`src/rtl/fetch_stage.sv`:
```
// IF stage: PC register, next-PC mux, IF/ID register and interrupt-bubble injection.
// Optional performance counters are enabled with `define FETCH_STATS_EN.
module fetch_stage #(
    parameter logic [31:0] RESET_PC = 32'h80000000,
    parameter logic [31:0] ILLOP_PC = 32'h80000004,
    parameter logic [31:0] XADR_PC  = 32'h80000008
) (
    input  logic        clk,
    input  logic        reset,
    input  logic [2:0]  PCSrc,
    input  logic        PCHold,
    input  logic        IF_ID_Hold,
    input  logic        IF_ID_Stall,
    input  logic [31:0] BranchTarget,
    input  logic [25:0] JumpTarget,
    input  logic [31:0] JrTarget,
    input  logic        IRQ,
    output logic [31:0] InstAddr,
    input  logic [31:0] Inst,
    output logic [31:0] ID_Inst,
    output logic [31:0] ID_PCPlus4,
    output logic        ID_Valid,
    output logic        ID_Irq
`ifdef FETCH_STATS_EN
    ,
    output logic [31:0] StallCount,
    output logic [31:0] FlushCount,
    output logic [15:0] IrqCount
`endif
);

    typedef enum logic {IDLE, PENDING} irq_state_t;

    irq_state_t  irq_state;
    logic [31:0] pc;
    logic [31:0] pc_plus4;
    logic [31:0] next_pc;
    logic        inject;

    assign InstAddr = pc;
    // Kernel bit is sticky across sequential fetch; only the low 31 bits count.
    assign pc_plus4 = {pc[31], pc[30:0] + 31'd4};

    always_comb begin
        next_pc = pc_plus4;
        case (PCSrc)
            3'd1:    next_pc = BranchTarget;
            3'd2:    next_pc = {pc[31], ID_PCPlus4[30:28], JumpTarget, 2'b00};
            3'd3:    next_pc = JrTarget;
            3'd4:    next_pc = ILLOP_PC;
            3'd5:    next_pc = XADR_PC;
            default: next_pc = pc_plus4;
        endcase
    end

    // Inject only on a quiet user-mode cycle so any pending redirect is fetched first.
    assign inject = (irq_state == PENDING) && !IF_ID_Stall && !IF_ID_Hold &&
                    (PCSrc == 3'd0) && !pc[31];

    always_ff @(posedge clk) begin
        if (reset) begin
            pc         <= RESET_PC;
            ID_Inst    <= 32'd0;
            ID_PCPlus4 <= 32'd0;
            ID_Valid   <= 1'b0;
            ID_Irq     <= 1'b0;
            irq_state  <= IDLE;
        end else begin
            if (!PCHold)
                pc <= next_pc;

            if (IF_ID_Stall) begin
                ID_Inst    <= 32'd0;
                ID_PCPlus4 <= pc_plus4;
                ID_Valid   <= 1'b0;
                ID_Irq     <= 1'b0;
            end else if (!IF_ID_Hold) begin
                ID_Inst    <= inject ? 32'd0 : Inst;
                ID_PCPlus4 <= pc_plus4;
                ID_Valid   <= !inject;
                ID_Irq     <= inject;
            end

            case (irq_state)
                IDLE:    if (IRQ && !pc[31]) irq_state <= PENDING;
                PENDING: if (inject)         irq_state <= IDLE;
                default:                     irq_state <= IDLE;
            endcase
        end
    end

`ifdef FETCH_STATS_EN
    always_ff @(posedge clk) begin
        if (reset) begin
            StallCount <= 32'd0;
            FlushCount <= 32'd0;
            IrqCount   <= 16'd0;
        end else begin
            if (PCHold)      StallCount <= StallCount + 32'd1;
            if (IF_ID_Stall) FlushCount <= FlushCount + 32'd1;
            if (inject)      IrqCount   <= IrqCount + 16'd1;
        end
    end
`endif

endmodule

```
`config.mk`:
```
export PLATFORM = sky130hd
export DESIGN_NAME = fetch_stage
export DESIGN_NICKNAME = d
export VERILOG_FILES = /design/src/rtl/fetch_stage.sv
export SDC_FILE = /design/constraint.sdc
export NUM_CORES = 1
export LEC_CHECK = 0
export CORE_MARGIN = 3
export CORE_UTILIZATION = 47
export CTS_BUF_LIST = sky130_fd_sc_hd__clkbuf_4 sky130_fd_sc_hd__clkbuf_8
export DETAILED_ROUTE_END_ITERATION = 8
export PLACE_DENSITY = 0.93
export SYNTH_ARGS = -nofsm -noshare
export SYNTH_HDL_FRONTEND = slang
export SYNTH_SLANG_ARGS = --single-unit
```
`constraint.sdc`:
```
create_clock -name clk -period 4.1 [get_ports clk]
set_input_delay 0.82 -clock clk [delete_from_list [all_inputs] [get_ports clk]]
set_output_delay 0.82 -clock clk [all_outputs]
set_load 0.02 [all_outputs]
```
==> flow_metrics.env <==
export IMPL_fin_crit_sh_pct=69.6
export IMPL_grt_use_total_pct=27.8
export IMPL_gp_congestion=0.894
export IMPL_postCtsSetupBuffers=0
export IMPL_final_max_slew_viol_count=0
export IMPL_drt_iter0_drc=458
export IMPL_root_buffer="clkbuf_8"
export IMPL_dp_hpwl_um=13500
export IMPL_worstMarginPinSlew_ns=1.22
export IMPL_syn_area_um2=5320
export IMPL_avgRoutedWirePerCell_um=18.8
export IMPL_cts_max_level=3
export IMPL_rows=38
export IMPL_leakage_nw=2.80
export IMPL_antenna_found_initial=0
export IMPL_hold_slack_ns=0.453
export IMPL_chipHeight_um=112
export IMPL_fin_nets=961
export IMPL_ys_seq_area_share_pct=37.2
export IMPL_area_growth_pct=46.0
export IMPL_hold_viol=0
export IMPL_synth_fp_nets=769
export IMPL_power_density_nw_per_um2=283
export IMPL_async_flop_share_pct=0
export IMPL_start_util_pct=48.7
export IMPL_status="completed"
export IMPL_synth_edf_count=0
export IMPL_cts_buffers=9
export IMPL_ctsResizeCount=0
export IMPL_cp_max_fo=22
export IMPL_drive_above_1_share_pct=7.94
export IMPL_synth_top_flop_cell="dfxtp_1"
export IMPL_firstDrtPassIters=7
export IMPL_place_area_um2=7590
export IMPL_final_util_pct=71.1
export IMPL_ant_nets=0
export IMPL_clkSlewWorstSetupHoldPaths_ns=0.09
export IMPL_cts_sinks=99
export IMPL_max_cap_viol_count=0
export IMPL_n_fill_cell=871
export IMPL_fin_crit_ns=2.85
export IMPL_grt_first_pass_wirelength_um=28500
export IMPL_finalInstanceArea_um2=7770
export IMPL_ys_warn_count=0
export IMPL_synth_seq_cells=99
export IMPL_yosysUniqueCellTypes=58
export IMPL_multi_input_comb_area_um2=3080
export IMPL_synthCells=637
export IMPL_holdBufCountCts=0
export IMPL_dieArea_um2=12600
export IMPL_drc=0
export IMPL_via_per_inst=5.90
export IMPL_rsz0062_at_grt="false"
export IMPL_vias=5725
export IMPL_seq_area_um2=1980
export IMPL_clk_latency_ns=0.36
export IMPL_die_w_um=112
export IMPL_avgSynthCellArea_um2=8.36
export IMPL_hold_class="reg2reg"
export IMPL_cp_required_ns=4.40
export IMPL_ctsLongestPathBuffers=2
export IMPL_ios=229
export IMPL_coreArea_um2=10900
export IMPL_endpoint_kind="flop"
export IMPL_clock_skew_ns=0.0126
export IMPL_tns_ns=0
export IMPL_arrival_ns=3.16
export IMPL_start_kind="input port"
export IMPL_max_freq_mhz=351
export IMPL_ir_worst_vdd_uv=152
export IMPL_io_buffers=228
export IMPL_cts_tree="done"
export IMPL_overflow=0
export IMPL_antennaDiodeCount=0
export IMPL_setup_violations=0
export IMPL_slew_headroom_pct=18.5
export IMPL_finalWirelength_um=18300
export IMPL_grt_start_max_net_pins=69
export IMPL_crit_type="in2reg"
export IMPL_grt_pass1_vias=5464
[worst max-delay path: stages]
cell,delay (ns)
clkdlybuf4s50_1,0.69
or3_1,0.46
a211o_1,0.53
or4_1,0.56
nand3_1,0.09
[power by group]
group	leakage, nW	switching (W)	internal, W
Clock	0.0948	0.000321	0.000297
Sequential	0.808	0.0000481	0.00101
Combinational	1.90	0.000253	0.000275
Total	2.80	0.000622	0.00158
[per-stage QoR]
step	instances	power [W]	worst slack, ns
final	971	0.00220	1.25
after global placement	958	0.00159	0.937
after floorplan	637	0.00132	1.84
after global routing	971	0.00229	1.16
after CTS	971	0.00221	1.30
after detailed placement	958	0.00160	0.908
[final timing paths]
path,to,slack (ns),start,cells past startpoint
worst max-delay path,InstAddr[23]$_SDFFE_PP0N_,1.25,PCSrc[2],5
worst min-delay path,ID_PCPlus4[31]$_SDFFE_PP0P_,0.45,ID_PCPlus4[31]$_SDFFE_PP0P_,2
worst max register to register,ID_PCPlus4[20]$_SDFFE_PP0P_,1.46,InstAddr[2]$_SDFFE_PP0N_,7
worst min register to register,ID_PCPlus4[31]$_SDFFE_PP0P_,0.45,ID_PCPlus4[31]$_SDFFE_PP0P_,2
[synth_stat cells, drive strengths merged (2+ instances only)]
master  number  area [um2]
dfxtp       99        1980
nand2       67         251
nor2        65         251
a21oi       54         270
clkbuf      41         156
nand3b      33         248
a211oi      31         233
mux2        25         282
a22oi       22         165
o21ai       22         110
nand3       16         103
buf         14        78.8
xnor2       14         123
xor2        13         114
nor3        11        55.1
a31oi        8        50.1
inv          8        30.0
a211o        7        61.3
a22o         6        52.6
and3         6        38.8
mux2i        6        60.1
nand4        6        82.6
nor4         6        82.6
o32a         6        60.1
nand2b       5        31.3
nor2b        4        25.0
o221ai       4        35.0
o22ai        4        25.0
or3          4        25.0
a21o         3        22.5
and4         3        27.5
o32ai        3        26.3
or2          3        18.8
or4          3        22.5
a221o        2        20.0
and2         2        12.5
nor4b        2        17.5
o311ai       2        17.5
[final cells by class]
type	count	area share [%]
multi-input combinational	474	39.6
tap	140	2.25
timing repair buffer	236	29.9
clock buffer	11	1.87
inverter	9	0.435
sequential	99	25.5
clock inverter	2	0.499
[state kept, by name, summed over array words and instances (netlist names)]
name	cells
irq_state	1
ID_Irq	1
ID_Valid	1
InstAddr	32
ID_Inst	32
ID_PCPlus4	32
[cells in the final DEF, fill, tap and decap left out, types with 20 or more instances in the layout]
master / synthesis / routed
a211oi_1: 31 / 31
a21oi_1: 54 / 54
a22oi_1: 22 / 22
clkdlybuf4s50_1: 0 / 224
dfxtp_1: 99 / 99
mux2_2: 25 / 25
nand2_1: 67 / 67
nand3b_1: 33 / 33
nor2_1: 64 / 64
o21ai_0: 20 / 20
[kinds of logic after synthesis]
logic type / synth area share (%)
buffers and inverters: 5.05
AND/OR/NAND/NOR: 24.4
XOR/XNOR: 4.44
multiplexers: 6.42
AO/OA/AOI/OAI: 22.2
adder cells (fa/ha/maj): 0.235
flip-flops: 37.2
[metal layers]
metal / up-vias / part of all wire (%) / global-route usage (%)
met4: 0 / 2.8 / 9.29
li1: 2701 / - / -
met5: - / 0 / 0
met3: 49 / 8.9 / 6.95
met1: 2653 / 38 / 32.5
met2: 322 / 50 / 49.6
Power figures use the tool's default switching activity.
